## src/rtl/deserializer_pkg.sv

```systemverilog
// Shared definitions for the deserializer: FSM state encoding and counter sizing.
package deserializer_pkg;

  typedef logic [0:0] state_t;

  localparam state_t RECV = 1'b0;
  localparam state_t SEND = 1'b1;

  // Word-index counter width; a 2-sample frame still needs one bit.
  function automatic int count_width(input int n);
    return (n > 2) ? $clog2(n) : 1;
  endfunction

endpackage

```

## src/rtl/deserializer_control.sv

```systemverilog
// Frame-assembly FSM: counts accepted words and steers each one to its slot.
module deserializer_control
  import deserializer_pkg::*;
#(
  parameter int N_SAMPLES = 8
) (
  input  logic                                clk,
  input  logic                                reset,
  input  logic                                recv_val,
  input  logic                                send_rdy,
  output logic                                recv_rdy,
  output logic                                send_val,
  output logic [count_width(N_SAMPLES)-1:0]   count,
  output logic [N_SAMPLES-1:0]                wen
);

  localparam int            CW   = count_width(N_SAMPLES);
  localparam logic [CW-1:0] LAST = CW'(N_SAMPLES - 1);

  state_t state;
  logic   recv_fire;
  logic   send_fire;

  assign recv_rdy  = (state == RECV);
  assign send_val  = (state == SEND);
  assign recv_fire = recv_rdy && recv_val;
  assign send_fire = send_val && send_rdy;

  // One-hot slot select, only on an accepted word.
  assign wen = recv_fire ? (N_SAMPLES'(1) << count) : '0;

  always_ff @(posedge clk) begin
    if (reset) begin
      state <= RECV;
      count <= '0;
    end else if (recv_fire) begin
      if (count == LAST) begin
        count <= '0;
        state <= SEND;
      end else begin
        count <= count + CW'(1);
      end
    end else if (send_fire) begin
      state <= RECV;
    end
  end

endmodule

```

## src/rtl/reg_rst_en.sv

```systemverilog
// Resettable, enabled register primitive (synchronous active-high reset).
module reg_rst_en #(
  parameter int WIDTH = 32
) (
  input  logic             clk,
  input  logic             reset,
  input  logic             en,
  input  logic [WIDTH-1:0] d,
  output logic [WIDTH-1:0] q
);

  always_ff @(posedge clk) begin
    if (reset)   q <= '0;
    else if (en) q <= d;
  end

endmodule

```

## src/rtl/deserializer.sv

```systemverilog
// Rebuilds N_SAMPLES serial words into one parallel frame on a val/rdy output.
module deserializer
  import deserializer_pkg::*;
#(
  parameter int BIT_WIDTH = 32,
  parameter int N_SAMPLES = 8
) (
  input  logic                 clk,
  input  logic                 reset,
  input  logic [BIT_WIDTH-1:0] recv_msg,
  input  logic                 recv_val,
  output logic                 recv_rdy,
  output logic [BIT_WIDTH-1:0] send_msg [N_SAMPLES],
  output logic                 send_val,
  input  logic                 send_rdy
);

  logic [count_width(N_SAMPLES)-1:0] count;
  logic [N_SAMPLES-1:0]              wen;

  deserializer_control #(
    .N_SAMPLES (N_SAMPLES)
  ) u_ctrl (
    .clk      (clk),
    .reset    (reset),
    .recv_val (recv_val),
    .send_rdy (send_rdy),
    .recv_rdy (recv_rdy),
    .send_val (send_val),
    .count    (count),
    .wen      (wen)
  );

  for (genvar i = 0; i < N_SAMPLES; i++) begin : g_sample
    reg_rst_en #(
      .WIDTH (BIT_WIDTH)
    ) u_reg (
      .clk   (clk),
      .reset (reset),
      .en    (wen[i]),
      .d     (recv_msg),
      .q     (send_msg[i])
    );
  end

  // The write strobe must always target the slot the counter points at.
  assert property (@(posedge clk) disable iff (reset)
                   (wen == '0) || (wen == (N_SAMPLES'(1) << count)));

endmodule

```

## config.mk

```make
export PLATFORM = sky130hd
export DESIGN_NAME = deserializer
export DESIGN_NICKNAME = d
export VERILOG_FILES = /design/src/rtl/deserializer_pkg.sv /design/src/rtl/deserializer_control.sv /design/src/rtl/reg_rst_en.sv /design/src/rtl/deserializer.sv
export SDC_FILE = /design/constraint.sdc
export NUM_CORES = 1
export LEC_CHECK = 0
export ABC_AREA = 0
export CAP_MARGIN = 20
export CORE_MARGIN = 3
export CORE_UTILIZATION = 55
export DETAILED_ROUTE_END_ITERATION = 7
export DONT_BUFFER_PORTS = 1
export PLACE_DENSITY_LB_ADDON = 0.2
export SETUP_SLACK_MARGIN = 0.4
export SLEW_MARGIN = 40
export SYNTH_ARGS = -nofsm -noshare
export SYNTH_HDL_FRONTEND = slang
export SYNTH_SLANG_ARGS = --single-unit
export TNS_END_PERCENT = 50
```

## constraint.sdc

```tcl
create_clock -name clk -period 2.9 [get_ports clk]
set_input_delay 0.725 -clock clk [delete_from_list [all_inputs] [get_ports clk]]
set_output_delay 0.725 -clock clk [all_outputs]
set_load 0.02 [all_outputs]
```

Word-level counts from Yosys, hierarchy flattened:

Index checks and enable logic that the tools add are counted.

* logic and storage cells: 24
* input port bits: 36
* register bits after elaboration: 260
* output and inout bits: 258

* multiplexer cells: 5
* bitwise gates (word level): 1
* add/subtract/negate cells: 1
* eq/ne operators: 2
* shifts and indexed selects: 1
* reduce and logical (&&, ||, !) cells: 4

Operator list (number)
* $mux W8: 1
* $shl A1 B3 Y8 const A: 1
* $add A3 B1 Y3 const B: 1
* $eq A3 B3 Y1 const B: 1
* $mux W1: 3
* $mux W3: 1
* $logic_and A1 B1 Y1: 2
* $ne A2 B2 Y1 const B: 1
* $reduce_and A2 Y1: 1
* $reduce_bool A2 Y1: 1
* $not A1 Y1: 1

Logic depth before layout (Yosys ltp):

* depth in word-level cells: 4
* depth in mapped cells: 8
* gate-level depth less buffers: 5

Modules after synthesis:

Synthesis repeated with hierarchy kept, for this count alone.

* cell total of the unflattened synthesis: 863
* area, all modules: 9635.5 µm²

By module, submodules not included
* reg_rst_en: cells an instance 103, times used 8, area an instance 1163.6 µm², seq. area each 640.6 µm²
* deserializer_control: cells an instance 39, times used 1, area an instance 326.6 µm², seq. area each 80.1 µm²

Worst setup path before layout:

Ideal clock, no wire load.

* path type: in2reg
* from: input port reset
* to: register g_sample[0].u_reg.q[0]
* data required time: 2.768 ns
* setup slack: 1.239 ns
* library setup time: 0.132 ns
* cell stages on the path: 4
* arrival: 1.529 ns
* buffers on the path: 3
* cell sequence: clkbuf_1 > clkbuf_1 > clkbuf_1 > a21oi_1

RTL lines
* start, declared: line deserializer.sv:9 `input logic reset,`
* end signal, assigned: line reg_rst_en.sv:13 `if (reset) q <= '0;`
* end signal, assigned: line reg_rst_en.sv:14 `else if (en) q <= d;`
* end, declared: line reg_rst_en.sv:9 `output logic [WIDTH-1:0] q`

No word-level cell between the ends.

Worst setup path in the final report:

* from: register u_ctrl.state (netlist: u_ctrl.send_val)
* to: output port recv_rdy

* longest elaborated chain between the ends: 1

RTL lines
* start, declared: line deserializer_control.sv:20 `state_t state;`
* start signal, assigned: line deserializer_control.sv:34 `state <= RECV;`
* start signal, assigned: line deserializer_control.sv:39 `state <= SEND;`
* start signal, assigned: line deserializer_control.sv:44 `state <= RECV;`
* $not A1 Y1: line deserializer_control.sv:24 `assign recv_rdy = (state == RECV);`
* end, declared: line deserializer.sv:12 `output logic recv_rdy,`

No other way between the ends.

==> impl_metrics.csv <==
group,metric,value,unit
power,p_leak,3.39,nW
place,port_buffers,0,
yosys,synth_nets,1233,
power,fin_total_pwr,7.36,mW
status,status,"finished clean",
power,ir_worst_vdd,0.489,mV
clock_tree,numCtsBuffers,26,
global_routing,grt_max_degree,261,
global_routing,grtUsageTotal,27.1,%
global_routing,overflow,0,
drt,via_count,7492,
global_routing,grt_pass1_wl,39900,um
yosys,ys_seq_area_share,55.2,%
worst_setup_path,required,2.17,ns
drt,drc,0,
sta,tightest_slew,0.811,ns
sta,finClkSkew,0.0106,ns
drt,drt_first_iter_violations,571,
worst_setup_path,cp_slowest_cell,"dfxtp_1",
finish,n_antenna_cell,0,
yosys,netlist_area,9420,sq um
yosys,synth_cell_types,19,
floorplanning,start_util,56.4,%
floorplanning,die_h,137,um
worst_setup_path,cp-start-kind,"flip-flop",
clock_tree,cts.hold.buffers_added,0,
sta,fin_setup_tns,0,ns
clock_tree,clockBufferDepth,3,
floorplanning,pin_count,294,
clock_tree,clockRootBuffer,"clkbuf_16",
sta,rsz0062_at_grt,"false",
yosys,synth_ff_type,"dfxtp_1",
yosys,synth.most_common_cell,"nand2_1",
clock_tree,cts_tree,"built",
finish,design_area,10100,sq um
floorplanning,dieArea,18700,sq um
floorplanning,core_area,16700,sq um
power,p_per_area,728,nW/um^2
sta,slew_headroom,45.9,%
sta,period_share,75.3,%
sta,fin_crit,2.18,ns
sta,final-hold-violation-count,0,
worst_setup_path,critPathCaptureType,"primary output",
clock_tree,cts_resized,0,
clock_tree,cts_max_level,1,
global_routing,grt_pass1_vias,6607,
drt,viasPerCell,5.53,
yosys,synth_area_leaders,"dfxtp_1 55%, nand2_1 20%, a21oi_1 14%, buf_4 3.7%, buf_2 2.3%",
floorplanning,die_w,137,um
sta,finalSetupViolCount,0,
worst_setup_path,path_cells,"inv_1",
drt,drt.antenna.violating_nets,0,
place,place_area,9270,sq um
finish,nNetsFinal,1160,
worst_setup_path,cp_max_fo,13,
sta,slew_viol_final,0,
drt,first_pass_iters,5,
place,dp_hpwl,17900,um
worst_setup_path,cp.arrival,1.46,ns
yosys,yosys.area.top_type_share,55.2,%
floorplanning,row_count,47,
yosys,yosys.area.top_type,"dfxtp_1",
yosys,synth-warning-count,0,
yosys,synthTopCellsByCount,"512 x nand2_1, 260 x dfxtp_1, 256 x a21oi_1",
sta,fmax,0.458,GHz
yosys,synth-edff-count,0,
drt,wl_per_cell,20.0,um
worst_setup_path,slowest_delay,0.66,ns
worst_setup_path,cp_top_family,"flip-flops",
yosys,async_flop_share,0,%
min_path,min_path_type,"input port to flip-flop",
finish,drive_gt1_share,6.00,%
place,gp_routability_congestion,0.818,
worst_setup_path,critPathBufInv,1,
yosys,synthCells,1190,
clock_tree,cts_sinks,260,
job,maxCapViolCount,0,
worst_setup_path,worstSetupPathType,"flip-flop to primary output",
clock_tree,postCtsSetupRepairBufs,0,
drt,drt_wl_total,27100,um
yosys,synth_area_per_cell,7.92,sq um
global_routing,antenna_found_initial,0,
finish,synthToLayoutAreaGrowth,7.41,%
clock_tree,clkLatencyLatePin,0.51,ns
clock_tree,clkTransAtPathRegs,0.06,ns
yosys,synth_seq_cells,260,
[cell usage in the layout, fill, tap and decap left out, types with 2 or more instances in the layout]
cell type  synthesis  final
nand4bb_2          0      3
clkinv_2           0      3
buf_4             46     19
mux2i_1            2      2
dfxtp_1          260    260
and3b_1            2      2
inv_1              4      4
nand4b_1           3      3
nand3b_1           2      2
buf_12             0      3
ha_1               7      7
nor2b_1            3      3
nand2_1          512    512
and4b_1            3      2
clkbuf_8           0      7
nor2_1             5      5
a21oi_1          256    256
clkbuf_1          33      6
nor4bb_4           0      3
clkbuf_16          0     27
[final timing paths]
| path | endpoint | cells after the start | slack [ns] | start |
|---|---|---|---|---|
| min | g_sample[3].u_reg.q[13] | 1 | 0.28 | reset |
| min reg2reg | g_sample[5].u_reg.q[13] | 2 | 0.55 | g_sample[5].u_reg.q[13] |
| max reg2reg | g_sample[7].u_reg.q[21] | 5 | 0.85 | u_ctrl.count[2] |
| max | recv_rdy | 1 | 0.72 | u_ctrl.send_val |
[metrics by stage]
stage	hold WS [ns]	utilization (%)	std cells	setup WS [ns]
final	0.279	60.6	1354	0.717
after CTS	0.277	60.6	1353	0.708
after detailed placement	0.543	55.5	1308	0.816
after floorplan	0.514	-	1190	1.24
after global placement	0.540	55.5	1308	0.715
after global routing	0.270	60.6	1354	0.592
[final cells by class]
cell class                 count  area [sq um]
clock buffer                  40           795
clock inverter                 5          53.8
fill                        1513          6580
inverter                       4          15.0
multi-input combinational    803          3580
sequential                   260          5200
tap                          220           275
timing repair buffer          22           203
[sequential cells by signal (all words and copies together), names as in the netlist]
| signal | cells |
|---|---|
| u_ctrl.send_val | 1 |
| u_ctrl.count | 3 |
| g_sample.u_reg.q | 256 |
[kinds of logic after synthesis]
family	count (synthesis)	synth area share, %
multiplexers	2	0.212
AO/OA/AOI/OAI	258	13.7
AND/OR/NAND/NOR	536	22.4
flip-flops	260	55.2
adder cells (fa/ha/maj)	7	0.929
buffers and inverters	127	7.47
[where the power goes]
group	switching [mW]	total (mW)	internal [mW]	leakage, nW
combinational	0.148	0.244	0.0951	0.865
sequential	0.177	3.84	3.66	2.10
clock	1.32	3.29	1.96	0.420
[per-layer routing]
metal  GRT usage (%)  wire (um)  share of wire (%)
met1            35.5      10800                 40
met2            43.2      12800                 47
met3            10.4       3220                 12
met4            5.10        352                1.3
met5               0          0                  0
(Power assumes the default switching activity.)
